[src/rtl/rob_ctrl.sv]
`default_nettype none
// ============================================================================
//  Module   : rob_ctrl
//  Purpose  : Control stage for the reorder-buffer register collection.
//             Hands out entry indices in program order, steers out-of-order
//             completions into their entries with one-hot write strobes, and
//             retires occupied entries strictly in order from the head,
//             clearing their occupancy as they leave.
//  Ports    :
//    clk, rst              clock, synchronous active-high reset
//    alloc_val/rdy/idx     entry allocation handshake, granted index = tail
//    cmp_val/idx/data      completion write (always accepted, checked)
//    deq_val/rdy/msg/idx   in-order retire handshake from the head entry
//    wr_data, wr_data_in   one-hot write strobe + shared payload to collection
//    clr_occ               one-hot occupancy clear to collection
//    data_out, occ         entry payloads and occupancy from collection
//    count                 allocated-but-not-retired entries (0..p_depth)
//    err                   sticky illegal-completion flag
//  Revision : 1.0 - initial release
// ============================================================================
module rob_ctrl #(
   parameter int p_depth    = 32,               // power of 2, >= 2
   parameter int p_ptrwidth = $clog2(p_depth),
   parameter int p_bitwidth = 32
) (
   input  logic                  clk,
   input  logic                  rst,

   input  logic                  alloc_val,
   output logic                  alloc_rdy,
   output logic [p_ptrwidth-1:0] alloc_idx,

   input  logic                  cmp_val,
   input  logic [p_ptrwidth-1:0] cmp_idx,
   input  logic [p_bitwidth-1:0] cmp_data,

   output logic                  deq_val,
   input  logic                  deq_rdy,
   output logic [p_bitwidth-1:0] deq_msg,
   output logic [p_ptrwidth-1:0] deq_idx,

   output logic [p_depth-1:0]    wr_data,
   output logic [p_bitwidth-1:0] wr_data_in,
   output logic [p_depth-1:0]    clr_occ,
   input  logic [p_bitwidth-1:0] data_out [p_depth],
   input  logic [p_depth-1:0]    occ,

   output logic [p_ptrwidth:0]   count,
   output logic                  err
);

   localparam logic [p_ptrwidth:0]   c_DEPTH   = (p_ptrwidth+1)'(p_depth);
   localparam logic [p_ptrwidth-1:0] c_PTR_ONE = p_ptrwidth'(1);
   localparam logic [p_ptrwidth:0]   c_CNT_ONE = (p_ptrwidth+1)'(1);

   // ------------------------------------------------------------------------
   // State
   // ------------------------------------------------------------------------
   logic [p_ptrwidth-1:0] r_head;
   logic [p_ptrwidth-1:0] r_tail;
   logic [p_ptrwidth:0]   r_count;
   logic                  r_err;

   // ------------------------------------------------------------------------
   // Allocation: full is decided from the registered count only, so a retire
   // in the same cycle never opens a slot until the following cycle.
   // ------------------------------------------------------------------------
   logic w_alloc_rdy;
   logic w_alloc_fire;

   assign w_alloc_rdy  = !rst && (r_count < c_DEPTH);
   assign w_alloc_fire = alloc_val && w_alloc_rdy;

   // ------------------------------------------------------------------------
   // Completion check. The distance from head, taken modulo the depth by the
   // natural wrap of the pointer-width subtraction, must fall inside the live
   // window, and the entry must not already hold a result. An entry retiring
   // this cycle is still marked occupied, so completing it is rejected.
   // ------------------------------------------------------------------------
   logic [p_ptrwidth-1:0] w_cmp_off;
   logic                  w_cmp_in_window;
   logic                  w_cmp_legal;
   logic                  w_cmp_write;
   logic                  w_cmp_illegal;

   assign w_cmp_off       = cmp_idx - r_head;
   assign w_cmp_in_window = ({1'b0, w_cmp_off} < r_count);
   assign w_cmp_legal     = w_cmp_in_window && !occ[cmp_idx];
   assign w_cmp_write     = !rst && cmp_val && w_cmp_legal;
   assign w_cmp_illegal   = cmp_val && !w_cmp_legal;

   // ------------------------------------------------------------------------
   // Retire: only the registered occupancy of the head is consulted, so a
   // completion landing on the head this cycle retires next cycle at the
   // earliest.
   // ------------------------------------------------------------------------
   logic w_deq_val;
   logic w_deq_fire;

   assign w_deq_val  = !rst && (r_count != '0) && occ[r_head];
   assign w_deq_fire = w_deq_val && deq_rdy;

   // ------------------------------------------------------------------------
   // One-hot strobe decoders towards the collection
   // ------------------------------------------------------------------------
   for (genvar gi = 0; gi < p_depth; gi++) begin : g_strobe
      assign wr_data[gi] = w_cmp_write && (cmp_idx == p_ptrwidth'(gi));
      assign clr_occ[gi] = w_deq_fire  && (r_head  == p_ptrwidth'(gi));
   end

   // ------------------------------------------------------------------------
   // Pointer, count and error registers
   // ------------------------------------------------------------------------
   always_ff @(posedge clk) begin
      if (rst) begin
         r_head  <= '0;
         r_tail  <= '0;
         r_count <= '0;
         r_err   <= 1'b0;
      end else begin
         if (w_alloc_fire) begin
            r_tail <= r_tail + c_PTR_ONE;
         end
         if (w_deq_fire) begin
            r_head <= r_head + c_PTR_ONE;
         end
         // Simultaneous alloc and retire cancel out.
         case ({w_alloc_fire, w_deq_fire})
            2'b10:   r_count <= r_count + c_CNT_ONE;
            2'b01:   r_count <= r_count - c_CNT_ONE;
            default: r_count <= r_count;
         endcase
         if (w_cmp_illegal) begin
            r_err <= 1'b1;
         end
      end
   end

   // ------------------------------------------------------------------------
   // Outputs
   // ------------------------------------------------------------------------
   assign alloc_rdy  = w_alloc_rdy;
   assign alloc_idx  = r_tail;
   assign deq_val    = w_deq_val;
   assign deq_msg    = data_out[r_head];
   assign deq_idx    = r_head;
   assign wr_data_in = cmp_data;
   assign count      = r_count;
   assign err        = r_err;

endmodule
`default_nettype wire

[config.mk]
export PLATFORM = sky130hd
export DESIGN_NAME = rob_ctrl
export DESIGN_NICKNAME = d
export VERILOG_FILES = /design/src/rtl/rob_ctrl.sv
export SDC_FILE = /design/constraint.sdc
export NUM_CORES = 1
export LEC_CHECK = 0
export ABC_AREA = 1
export CELL_PAD_IN_SITES_DETAIL_PLACEMENT = 0
export CELL_PAD_IN_SITES_GLOBAL_PLACEMENT = 1
export CORE_AREA = 2 2 489 491
export DETAILED_ROUTE_END_ITERATION = 6
export DIE_AREA = 0 0 491 493
export PLACE_DENSITY = 0.42
export SYNTH_ARGS = -nofsm -noshare
export SYNTH_HDL_FRONTEND = slang
export SYNTH_SLANG_ARGS = --single-unit
[constraint.sdc]
create_clock -name clk -period 6.04 [get_ports clk]
set_input_delay 1.208 -clock clk [delete_from_list [all_inputs] [get_ports clk]]
set_output_delay 1.208 -clock clk [all_outputs]
set_load 0.02 [all_outputs]
==> results.yml <==
outcome:
  status: "finished, final reports clean"
layout:
  final_layout_size_suffix_gt1_frac: 0.0448
  nNetsFinal: 4514
  post-route-cell-area_um2: 27200
  areaGrowthSynthToFinish_pct: 136
power_and_ir_drop:
  leakagePower_nw: 9.25
  p_per_area_nw_per_um2: 113
  vdd.ir_drop.worst_mv: 0.0844
worst_setup_path:
  max_stage_delay_ps: 640
  critical-path-slowest-cell: "clkdlybuf4s50_1"
  reg2reg_from: "deq_idx[0]"
  crit_required_ps: 4830
  worstSetupEndpointType: "primary output"
  arrival_ps: 4600
  rr_worst_depth: 25
  crit-reg2reg-capture: "count[5]"
  crit_chain: "clkdlybuf4s50_1, inv_1, ha_1, inv_1, fa_1, nand3_1, nand2_1, xor2_1, ha_1, nand4_1, o221a_2, nand3_1, nor2_1, clkdlybuf4s50_1"
  ff2ff_setup_slack_ps: 2230
  path_delay_family: "buffers and inverters"
  crit_type: "input port to primary output"
  critPathBufInv: 4
  cp-start-kind: "input port"
  crit_fanout: 12
floorplan:
  coreArea_um2: 237000
  pin_count: 1245
  initial_core_util: 0.0487
  die_x_um: 491
  die_h_um: 493
  rows: 179
  die_area_um2: 242000
timing:
  relSlewSlack: 0.172
  fin_crit_ps: 5810
  hold_violations: 0
  slew_violations: 0
  holdWs_ps: 471
  timing.final.crit_share: 0.962
  worst_slew_pin_slew_ps: 1230
  setup_slack_ps: 230
  fmaxAchievable_ghz: 0.172
  finalClockSkew_ps: 7.05
  finalSetupTns_ps: 0
  rsz0062_at_grt: "no"
  setup_viol: 0
route:
  drt-initial-drc-count: 1616
  wl_um: 189000
  viasPerCell: 3.36
  drc: 0
  wl_per_cell_um: 28.7
  ant_nets: 0
  vias: 22110
  drtPass1Iterations: 7
min_path:
  holdPathStages: 2
  hold_end: "err"
  worstHoldStart: "err"
  holdCritPathClass: "flop to flop"
clocking:
  cts_made_buffers: 3
  h-tree-depth: 1
  insertion_delay_ps: 280
  cts-root-buf: "clkbuf_16"
  clock-sinks: 17
  ctsResizeCount: 0
  holdBufCountCts: 0
  clk_pin_slew_ps: 70
  clk_path_buf_depth: 2
  cts_setup_buffers: 0
  cts_tree: "built"
global_routing:
  antenna_found_initial: 99
  grt_usage: 0.147
  grt-ovfl-total: 0
  grt_max_degree: 106
  first_global_vias: 22907
  grt_pass1_wl_um: 238000
logic_synthesis:
  async_flop_share: 0
  seq_area_frac_synth: 0.0295
  netlist.area_leader.share: 0.234
  synth.avg_cell_area_um2: 4.89
  synth_edf_count: 0
  synth_largest_area_cell: "o21ai_0"
  syn-cell-area_um2: 11500
  synth_seq_cells: 17
  synth_top_flop_cell: "dfxtp_1"
  yosysMostFrequentCell: "nor2_1"
  syn-instance-count: 2358
  yosysWarnings: 0
  synth_commonest_cells: "nor2_1, o21ai_0, nand2_1"
  synth_nets: 3478
  synth_area_leaders: "o21ai_0, nor2_1, o22ai_1, nand2_1, buf_2"
  yosysUniqueCellTypes: 43
placed_design:
  gp_congestion: 0.916
  portBuffers: 1180
  dp_hpwl_um: 163000
  place_area_um2: 27100
  dp_slack_ps: 231
run:
  cap_violations: 0
## flip-flops by register name, indices dropped and copies added (netlist names)
| signal | count |
|---|---|
| err | 1 |
| count | 6 |
| alloc_idx | 5 |
| deq_idx | 5 |
## cells by family after synthesis
logic type,count (synthesis),synth area share
XOR/XNOR,9,0.00683
adder cells (fa/ha/maj),22,0.0252
AO/OA/AOI/OAI,902,0.431
AND/OR/NAND/NOR,1095,0.378
buffers and inverters,313,0.130
flip-flops,17,0.0295
## layout make-up
type | instances | area [µm²]
inverter | 64 | 272
clock buffer | 3 | 75.1
antenna | 16 | 40.0
fill | 28181 | 210000
multi-input combinational | 2028 | 9720
tap | 3167 | 3960
clock inverter | 1 | 5.00
sequential | 17 | 352
timing repair buffer | 1280 | 12800
## metrics by stage
stage,utilization,std cells,power (W)
after floorplan,-,2358,0.00118
after detailed placement,0.114,6556,0.00299
after global placement,0.114,6556,0.00300
after global routing,0.115,6561,0.00331
after CTS,0.115,6560,0.00317
final,0.115,6576,0.00307
## metal layers
metal	global-route usage	wire (µm)	vias up
li1	-	-	10192
met1	0.182	79600	10446
met2	0.245	85900	1220
met3	0.0566	18800	186
met4	0.0238	3770	66
met5	0	420	-
## tightest hold or removal path: stages, from the launching register on
cell,delay [ps]
dfxtp_1,320
inv_1,50
a21oi_1,50
## how the worst max path moves through the flow
| stage | startpoint | endpoint | slack, ps | depth (start not counted) |
|---|---|---|---|---|
| after floorplan | cmp_idx[0] | wr_data[11] | 1390 | 14 |
| after global placement | cmp_idx[0] | wr_data[24] | 280 | 14 |
| after detailed placement | cmp_idx[0] | wr_data[30] | 230 | 14 |
| after CTS | cmp_idx[0] | wr_data[30] | 210 | 14 |
| after global routing | cmp_idx[0] | wr_data[9] | 20 | 14 |
| final | cmp_idx[0] | wr_data[30] | 230 | 14 |
## power by group
part	switching (W)	leakage [nW]	internal, W	total [W]
registers	0.0000350	0.141	0.000122	0.000157
clock network	0.0000678	0.0410	0.0000897	0.000157
logic	0.00159	9.07	0.00116	0.00276
## layout by cell type, fill, tap and decap left out, drive strengths merged, types with 2 or more instances in the layout
master,instances
nor3,6
nor2,664
a41oi,5
o21a,7
clkinv,2
a21oi,64
xnor2,3
nand3,47
xor2,6
buf,105
a31oi,3
a22o,9
diode,16
clkbuf,3
nand2,355
o21ai,542
ha,20
a211oi,22
o211ai,2
nand4,21
o22ai,241
a22oi,4
clkdlybuf4s50,1175
dfxtp,17
inv,63
fa,2
No activity file was read; power rests on OpenSTA's default activity.
==> edit: new RTL, config.mk and constraints unchanged <==
Set the parameter `p_bitwidth` to 24 (it was 32).
--- a/src/rtl/rob_ctrl.sv
+++ b/src/rtl/rob_ctrl.sv
@@ -22,5 +22,5 @@
    parameter int p_depth    = 32,               // power of 2, >= 2
    parameter int p_ptrwidth = $clog2(p_depth),
-   parameter int p_bitwidth = 32
+   parameter int p_bitwidth = 24
 ) (
    input  logic                  clk,
Ports: changed (resized cmp_data, data_out, deq_msg and wr_data_in); port bits go from 1245 to 965. The function was not compared with the original's and may differ.
==> edit against the unedited design <==
- clock skew shrank 4.8 ps
- setup slack gained 150 ps
- worst hold slack lost 7.5 ps
- first-iteration DRC count shrank 36%
- total power shrank 21%
- sequential share of layout area grew 0.30 points
- sequential cell count is the same
- largest cell class unchanged
- routed wire length shrank 25%
- area after synthesis shrank 20%
- maximum frequency grew 2.7%
- cell area shrank 19%
- the flow now finishes with violations (design-rule violations)
==> edit: results (changes against the unedited design) <==
stage,metric,value,unit,change
run_status,status,finished with violations,,
run_status,violations,design-rule violations,,
final_layout,layout.nets,3497,,-23%
global_routing,grt_max_degree,95,,-10%
place,gp_congestion,0.876,,-4.4%
timing,skew,2.25,ps,-4.79 ps
final_layout,fill_cells,28300,,+0.27%
pwr,swShare,0.542,,-0.0105
pwr,pwr.group.clock,138,uW,-12%
synth,seq_area_frac_synth,0.0371,,+0.00759
worst_setup_path,crit_fanout,16,,+4
final_layout,stdcell_count,5823,,-11%
synth,synth.distinct_cells,41,,-4.7%
place,dp_hpwl,122000,um,-25%
place,dp.cells,5803,,-11%
place,place_area,0.0219,mm^2,-19%
drt,first_iter_violations,1041,,-36%
cts,clk_latency,250,ps,-30 ps
pwr,vdd_drop_max,0.0821,mV,-2.6%
worst_setup_path,worstReg2RegStart,deq_idx[1],,
final_layout,layout-drive-gt1-share,0.0413,,-0.00351
drt,drc,1,,+1
synth,synth_area_per_cell,4.97,um^2,+1.5%
worst_setup_path,rrSetupSlack,2060,ps,-170 ps
pwr,p_comb,2.14,mW,-22%
drt,wirelength,142000,um,-25%
edit: layout make-up:
class,count,area (um^2),share of cell area
Timing Repair Buffer,977,9710,0.440
Multi-Input combinational cell,1583,7680,0.348
Tap cell,3167,3960,0.180
Sequential cell,17,352,0.0159
Inverter,59,241,0.0109
Clock buffer,4,78.8,0.00357
Antenna cell,16,40.0,0.00181
edit: cells by family after synthesis:
kind of cell | count (synthesis) | synth area share
AO/OA/AOI/OAI | 706 | 0.427
XOR/XNOR | 9 | 0.00859
adder cells (fa/ha/maj) | 22 | 0.0316
buffers and inverters | 247 | 0.128
flip-flops | 17 | 0.0371
AND/OR/NAND/NOR | 846 | 0.368
edit: layer usage:
metal	wire [um]	vias to the layer above	part of all wire	global-route usage
li1	-	7953	-	-
met1	58800	8015	0.41	0.133
met2	69800	831	0.49	0.201
met3	11500	170	0.081	0.0348
met4	1790	40	0.013	0.00888
met5	253	-	0.0018	0
